## config.mk

```make
export PLATFORM = sky130hd
export DESIGN_NAME = ggt_param_flat
export DESIGN_NICKNAME = d
export VERILOG_FILES = /design/src/rtl/ggt_param_if.sv /design/src/rtl/ggt_param.sv /design/src/flat_wrapper.sv
export SDC_FILE = /design/constraint.sdc
export NUM_CORES = 1
export LEC_CHECK = 0
export BUFFER_PORTS_ARGS = -buffer_cell sky130_fd_sc_hd__buf_4
export CORE_MARGIN = 3
export CORE_UTILIZATION = 43
export CTS_CLUSTER_DIAMETER = 100
export DETAILED_ROUTE_END_ITERATION = 7
export HOLD_SLACK_MARGIN = 0.1
export PLACE_DENSITY = 0.71
export REMOVE_ABC_BUFFERS = 1
export SYNTH_ARGS = -nofsm -noshare
export SYNTH_HDL_FRONTEND = slang
export SYNTH_SLANG_ARGS = --single-unit
```

## constraint.sdc

```tcl
create_clock -name clk -period 3.47 [get_ports clk]
set_clock_uncertainty 0.2 [all_clocks]
set_input_delay 0 -clock clk [delete_from_list [all_inputs] [get_ports clk]]
set_output_delay 0 -clock clk [all_outputs]
set_load 0.01 [all_outputs]
```

## src/rtl/ggt_param_if.sv

```systemverilog
// Request/response bundle for the gcd engine: operands and mode in, result, iteration count and
// status out.
interface ggt_param_if #(
  parameter int unsigned WIDTH  = 16,
  parameter int unsigned ITER_W = 8
);
  logic              start_i;
  logic              mode_i;
  logic [WIDTH-1:0]  Zahl1_i;
  logic [WIDTH-1:0]  Zahl2_i;
  logic              busy_o;
  logic              valid_o;
  logic [WIDTH-1:0]  ergebnis_o;
  logic [ITER_W-1:0] iter_o;

  modport master (
    output start_i, mode_i, Zahl1_i, Zahl2_i,
    input  busy_o, valid_o, ergebnis_o, iter_o
  );

  modport slave (
    input  start_i, mode_i, Zahl1_i, Zahl2_i,
    output busy_o, valid_o, ergebnis_o, iter_o
  );
endinterface

```

## src/rtl/ggt_param.sv

```systemverilog
// Iterative gcd engine: subtractive Euclid (mode 0) or binary Stein (mode 1), one step per clock,
// with a saturating count of the steps taken.
module ggt_param #(
  parameter int unsigned WIDTH  = 16,
  parameter int unsigned ITER_W = 8
) (
  input  logic       clk,
  input  logic       rst_i,
  ggt_param_if.slave bus
);
  localparam int unsigned KW = $clog2(WIDTH);

  typedef enum logic [1:0] {StIdle, StCalc, StDone} state_e;

  state_e            state_q;
  logic [WIDTH-1:0]  a_q, b_q, res_q;
  logic              m_q;
  logic [KW-1:0]     k_q;
  logic [ITER_W-1:0] cnt_q, iter_q, cnt_inc;
  logic              busy_q, valid_q;

  always_comb begin
    cnt_inc = (&cnt_q) ? cnt_q : cnt_q + ITER_W'(1);
  end

  assign bus.busy_o     = busy_q;
  assign bus.valid_o    = valid_q;
  assign bus.ergebnis_o = res_q;
  assign bus.iter_o     = iter_q;

  always_ff @(posedge clk or posedge rst_i) begin
    if (rst_i) begin
      state_q <= StIdle;
      a_q     <= '0;
      b_q     <= '0;
      m_q     <= 1'b0;
      k_q     <= '0;
      cnt_q   <= '0;
      res_q   <= '0;
      iter_q  <= '0;
      busy_q  <= 1'b0;
      valid_q <= 1'b0;
    end else begin
      valid_q <= 1'b0;
      unique case (state_q)
        StIdle, StDone: begin
          if (bus.start_i) begin
            a_q    <= bus.Zahl1_i;
            b_q    <= bus.Zahl2_i;
            m_q    <= bus.mode_i;
            k_q    <= '0;
            cnt_q  <= '0;
            busy_q <= 1'b1;
            // A zero operand short-circuits: gcd(0,x) = x without any CALC step.
            if (bus.Zahl1_i == '0 || bus.Zahl2_i == '0) begin
              res_q   <= bus.Zahl1_i | bus.Zahl2_i;
              iter_q  <= '0;
              valid_q <= 1'b1;
              state_q <= StDone;
            end else begin
              state_q <= StCalc;
            end
          end else begin
            busy_q  <= 1'b0;
            state_q <= StIdle;
          end
        end
        StCalc: begin
          cnt_q <= cnt_inc;
          if (a_q == b_q) begin
            res_q   <= m_q ? (a_q << k_q) : a_q;
            iter_q  <= cnt_inc;
            valid_q <= 1'b1;
            state_q <= StDone;
          end else if (!m_q) begin
            if (a_q > b_q) a_q <= a_q - b_q;
            else           b_q <= b_q - a_q;
          end else if (!a_q[0] && !b_q[0]) begin
            // Common factor of two: remember it in k and restore it on the final result.
            a_q <= a_q >> 1;
            b_q <= b_q >> 1;
            k_q <= k_q + KW'(1);
          end else if (!a_q[0]) begin
            a_q <= a_q >> 1;
          end else if (!b_q[0]) begin
            b_q <= b_q >> 1;
          end else if (a_q > b_q) begin
            a_q <= a_q - b_q;
          end else begin
            b_q <= b_q - a_q;
          end
        end
        default: begin
          busy_q  <= 1'b0;
          state_q <= StIdle;
        end
      endcase
    end
  end
endmodule
```

## src/flat_wrapper.sv

```systemverilog
// flat-port wrapper written by rule: the top's interface ports become plain ports
module ggt_param_flat 
#(
  parameter int unsigned WIDTH  = 16,
  parameter int unsigned ITER_W = 8
)
  (clk, rst_i, bus_start_i, bus_mode_i, bus_Zahl1_i, bus_Zahl2_i, bus_busy_o, bus_valid_o, bus_ergebnis_o, bus_iter_o);
  ggt_param_if #(.WIDTH(WIDTH), .ITER_W(ITER_W)) bus_i ();
  input  logic clk;
  input  logic rst_i;
  input wire logic [$bits(bus_i.start_i)-1:0] bus_start_i;
  input wire logic [$bits(bus_i.mode_i)-1:0] bus_mode_i;
  input wire logic [$bits(bus_i.Zahl1_i)-1:0] bus_Zahl1_i;
  input wire logic [$bits(bus_i.Zahl2_i)-1:0] bus_Zahl2_i;
  output wire logic [$bits(bus_i.busy_o)-1:0] bus_busy_o;
  output wire logic [$bits(bus_i.valid_o)-1:0] bus_valid_o;
  output wire logic [$bits(bus_i.ergebnis_o)-1:0] bus_ergebnis_o;
  output wire logic [$bits(bus_i.iter_o)-1:0] bus_iter_o;
  assign bus_i.start_i = bus_start_i;
  assign bus_i.mode_i = bus_mode_i;
  assign bus_i.Zahl1_i = bus_Zahl1_i;
  assign bus_i.Zahl2_i = bus_Zahl2_i;
  assign bus_busy_o = bus_i.busy_o;
  assign bus_valid_o = bus_i.valid_o;
  assign bus_ergebnis_o = bus_i.ergebnis_o;
  assign bus_iter_o = bus_i.iter_o;
  ggt_param #(.WIDTH(WIDTH), .ITER_W(ITER_W)) u_core (.clk(clk), .rst_i(rst_i), .bus(bus_i));
endmodule
```

# Yosys cells after proc, flatten, opt, wreduce, memory -nomap -nowiden
# Cells that the tools add are included.
[word_totals] out_inout_bits=26 word_cells=97 regBits=73
[op_classes] n_bitwise=1 n_reduce_logical=18 shift=1 addsub=4 eq_ne=15 n_lt_le_gt_ge=1 n_mux=45
[ops] operator="2-to-1 mux 16 bit" n=20
[ops] operator="case mux 16 bit (2 select lines)" n=3
[ops] operator="2-to-1 mux 8 bit" n=5
[ops] operator="zero test 16 bit" n=2
[ops] operator="case mux 8 bit (2 select lines)" n=2
[ops] operator="subtractor 16 bit" n=2
[ops] operator="== test 16 bit" n=1
[ops] operator="> comparator 16 bit" n=1
[ops] operator="2-to-1 mux 4 bit" n=4
[ops] operator="bitwise OR 16 bit" n=1
[ops] operator="left shift 16 x 4 -> 16 bit" n=1
[ops] operator="AND reduction 6 bit" n=2
[ops] operator="AND reduction 5 bit" n=2
[ops] operator="adder 8 x 1 -> 8 bit (second input constant)" n=1
[ops] operator="inequality test 2 x 1 -> 1 bit (second input constant)" n=4
[ops] operator="inequality test 4 bit (second input constant)" n=2
[ops] operator="case mux 4 bit (2 select lines)" n=1
[ops] operator="AND reduction 4 bit" n=2
[ops] operator="AND reduction 8 bit" n=1
[ops] operator="2-to-1 mux 2 bit" n=3
[ops] operator="inequality test 5 bit (second input constant)" n=1
[ops] operator="adder 4 x 1 -> 4 bit (second input constant)" n=1
[ops] operator="2-to-1 mux 1 bit" n=4
[ops] operator="inequality test 2 bit (second input constant)" n=2
[ops] operator="other kinds (14)" n=17

# Logic depth before layout (Yosys ltp)
[logic_depth] ltp_word=8 mapped_depth=14 ltp_nobuf=11

# Least setup slack after synthesis
# No wires, ideal clock.
[synth_path] kind="flip-flop to flip-flop" from="register u_core.a_q[0]" to="register u_core.a_q[2]" required_time_ns=3.145 arrival_time_ns=2.830 stages_incl_launch_ff=14 setup_ns=0.125 slack_ns=0.316 path_buffers=3 path_cell_list="dfrtp_1 clkbuf_1 inv_1 ha_1 inv_1 fa_1 a211oi_1 o21ai_2 o21ai_1 and2_4 o311a_1 buf_6 buf_8 mux2_2"
[synth_between] elab_chain_cells=8
[synth_rtl] element="start: declaration" line="ggt_param.sv:16" rtl="logic [WIDTH-1:0] a_q, b_q, res_q;"
[synth_rtl] element="start signal: assignment" line="ggt_param.sv:48" rtl="a_q <= bus.Zahl1_i;"
[synth_rtl] element="start signal: assignment" line="ggt_param.sv:76" rtl="if (a_q > b_q) a_q <= a_q - b_q;"
[synth_rtl] element="start signal: assignment" line="ggt_param.sv:80" rtl="a_q <= a_q >> 1;"
[synth_rtl] element="subtractor 16 bit" line="ggt_param.sv:76, ggt_param.sv:88"
[synth_rtl] element="2-to-1 mux 16 bit" line="ggt_param.sv:87" rtl="end else if (a_q > b_q) begin"
[synth_rtl] element="2-to-1 mux 16 bit" line="ggt_param.sv:85" rtl="end else if (!b_q[0]) begin"
[synth_rtl] element="2-to-1 mux 16 bit" line="ggt_param.sv:83" rtl="end else if (!a_q[0]) begin"
[synth_rtl] element="2-to-1 mux 16 bit" line="ggt_param.sv:78" rtl="end else if (!a_q[0] && !b_q[0]) begin"
[synth_rtl] element="2-to-1 mux 16 bit" line="ggt_param.sv:75" rtl="end else if (!m_q) begin"
[synth_rtl] element="2-to-1 mux 16 bit" line="ggt_param.sv:70" rtl="if (a_q == b_q) begin"
[synth_rtl] element="case mux 16 bit (2 select lines)" line="ggt_param.sv:45" rtl="unique case (state_q)"
# Several ways; a longest one is shown, not always the timed one. The select of a mux whose other input is x is not followed.
# A chain may end at the register's enable or synchronous reset.

# Worst setup path after layout
[layout_path] from="register u_core.a_q[0]" to="register u_core.a_q[8]"
# The elaborated chain is that of the path after synthesis.

==> flow_metrics.tcl <==
set metrics [dict create \
    routed_via_density 6.07 \
    outcome "finished clean" \
    grt-ovfl-total 0 \
    fill_cells 1323 \
    htreeDepth 3 \
    setup_viol 0 \
    whs_ps 237 \
    drv_cap 0 \
    endpoint "u_core.a_q[8]$_DFFE_PP0P_" \
    fmax_ghz 0.307 \
    grt_max_degree 60 \
    rsz0062_at_grt "no" \
    vdd_ir_drop_max_mv 0.556 \
    grt_util_all_layers_pct 24.3 \
    cp-start-kind "flip-flop" \
    clk_pin_slew_ps 60 \
    power_frac_seq_pct 17.1 \
    synth_area_leaders "dfrtp_1, ha_1, o21ai_0" \
    switching_share_pct 48.1 \
    yosysUniqueCellTypes 77 \
    post_cts_buffers 0 \
    cts_root_buf "clkbuf_16" \
    synth_cells 753 \
    hold_violations 0 \
    powerDensity_mw_per_mm2 1200 \
    gp_congestion 0.955 \
    hp-class "input pin to asynchronous set/reset pin" \
    worst_pin_slew_ps 1060 \
    initial_core_util_pct 44.9 \
    synth.ff_latch_count 73 \
    clock_latency_ps 350 \
    die_area_sq_mm 0.0163 \
    ys_seq_area_share_pct 28.6 \
    dieWidth_um 128 \
    antenna_cells 0 \
    critPathKind "flip-flop to flip-flop" \
    wl_mm 19.8 \
    worstPathRequired_ps 3510 \
    r2r-end "u_core.a_q[8]$_DFFE_PP0P_" \
    r2r_start "u_core.a_q[0]$_DFFE_PP0P_" \
    p_switching_uw 4540 \
    synth.most_common_cell "dfrtp_1" \
    setup_ws_ps 210 \
    fin_crit_ps 3260 \
    period_share_pct 94.0 \
    tritoncts "built" \
    yosys.area.top_type "dfrtp_1" \
    grt_pass1_vias 5899 \
    core_sq_mm 0.0142 \
    cts_buffers 9 \
    grt_first_pass_wirelength_mm 31.3 \
    drive_above_1_share_pct 19.4 \
    synth_top_area_share_pct 28.6 \
    fin_cells 1041 \
    maxSlewHeadroom_pct 29.5 \
    async_flop_share_pct 100 \
    clkPwrFrac_pct 10.9 \
    fin_util_pct 55.5 \
    share_comb_of_total_power_pct 72.0 \
    dp_hpwl_mm 14.5 \
    port_buffers 61 \
    post_synth.cell_area_avg_sq_um 8.47 \
    top_level_ports 62 \
    syn_area_sq_mm 0.00638 \
    r2r_cells 11 \
    grt_antenna_before_repair 0 \
    drt-initial-drc-count 802 \
    cp-startpoint "u_core.a_q[0]$_DFFE_PP0P_" \
    drt_pass1_iterations 7 \
    power_leakage_uw 0.00352 \
    vias 6324 \
    die_h_um 128 \
    synth_edf_count 0 \
    num_rows 43 \
    area_growth_pct 23.6 \
    clockBufferDepth 2 \
    maxSlewViolCount 0 \
    synth-main-ff-cell "dfrtp_1" \
    post-place-ws_ps 259 \
    ant_nets 0 \
    routedWlPerCell_um 19.0 \
    netlist_top_cells_count "dfrtp_1, nand2_1, nor2_1" \
    cts_num_sinks 73 \
    worst_setup_path_end_kind "flip-flop" \
    synth_warnings 0 \
    intPower_uw 4900 \
    fin_nets 928 \
    drc 0 \
    arrival_ps 3300 \
    r2r_slack_ps 210 \
    cp_max_fo 15 \
    dp.cells 981 \
]
[power by group through the flow]
stage	Clock, uW	Sequential, uW	Combinational (uW)
global route	1060	1660	7450
CTS	1030	1600	6710
floorplan	0	1560	4730
detailed placement	0	1620	6570
finish	1030	1620	6790
global placement	0	1610	6540
[cell families (layout without fill, tap and decap cells)]
logic type                 count (synthesis)  count (layout)  synth area share [%]
buffers and inverters                    102             210                  7.18
DFF                                       73              73                  28.6
AOI/OAI and AO/OA                        233             233                  24.9
and+or+nand+nor                          232             232                  17.7
xor gates and xnor gates                  31              31                  4.26
adders and majority gates                 36              36                  7.30
muxes                                     46              46                  10.1
[sequential cells by signal (all words and copies together), names as in the netlist]
name,count
u_core.a_q,16
u_core.bus.valid_o,1
u_core.bus.ergebnis_o,16
u_core.b_q,16
u_core.state_q,2
u_core.bus.busy_o,1
u_core.k_q,4
u_core.cnt_q,8
u_core.bus.iter_o,8
u_core.m_q,1
[worst max-delay path, stage by stage (launching register included)]
cell	delay, ps
dfrtp_1	390
inv_1	80
ha_1	170
inv_1	70
fa_1	480
a211oi_1	320
o21ai_2	160
o21ai_1	260
and2_4	220
o311a_1	190
buf_4	240
mux2_2	360
[routing by layer]
| metal | vias to the layer above | track usage (%) | wire, um |
|---|---|---|---|
| met4 | 0 | 10.7 | 729 |
| met2 | 310 | 37.9 | 9060 |
| met1 | 2995 | 33.7 | 8430 |
| li1 | 2964 | - | - |
| met5 | - | 0 | 0 |
| met3 | 55 | 3.17 | 1560 |
[repair_timing]
item                                   CTS  global route
endpoints found under the hold margin  113             0
hold buffers                            44             0
resized for setup                        0             1
setup endpoints to repair                0             1
[placed cells by master (no fill, tap or decap), drive strengths merged, types with 6 or more instances in the layout]
cell type    instances
a211oi               8
a21o                10
a21oi               50
a221oi              12
a22oi                9
buf                101
clkbuf               9
clkinv               6
dfrtp               73
dlygate4sd3         44
ha                  34
inv                 47
mux2                17
mux2i               16
mux4                13
nand2               72
nand2b               7
nand3               16
nand4               10
nor2                67
nor2b                9
nor3                20
nor4                12
o21ai               63
o31ai               29
or3                  7
xnor2               22
xor2                 9
[worst min path at each step]
stage / depth (start not counted) / slack, ps / endpoint / from
floorplan: 2 / -80 / u_core.m_q$_DFFE_PP0P_ / bus_mode_i
CTS: 3 / 270 / u_core.bus.iter_o[2]$_DFFE_PP0P_ / rst_i
detailed placement: 3 / 30 / u_core.m_q$_DFFE_PP0P_ / bus_mode_i
global route: 2 / 300 / u_core.bus.iter_o[2]$_DFFE_PP0P_ / u_core.bus.iter_o[2]$_DFFE_PP0P_
global placement: 3 / 20 / u_core.m_q$_DFFE_PP0P_ / bus_mode_i
finish: 3 / 240 / u_core.bus.busy_o$_DFFE_PP0N_ / rst_i
[area by class of cell]
cell class	instances	area [sq um]	share of cell area (%)
Clock buffer	9	225	2.86
Clock inverter	7	95.1	1.21
Inverter	49	185	2.35
Multi-Input combinational cell	578	4120	52.2
Sequential cell	73	1830	23.2
Tap cell	180	225	2.86
Timing Repair Buffer	145	1210	15.4
[metrics by stage]
step | setup TNS (ps) | instance area, sq um | power (uW)
finish | 0 | 7890 | 9430
global route | 0 | 7890 | 10200
CTS | 0 | 7880 | 9350
detailed placement | 0 | 7120 | 8180
global placement | 0 | 7120 | 8150
floorplan | -36380 | 6110 | 6300
Power figures use the tool's default switching activity.
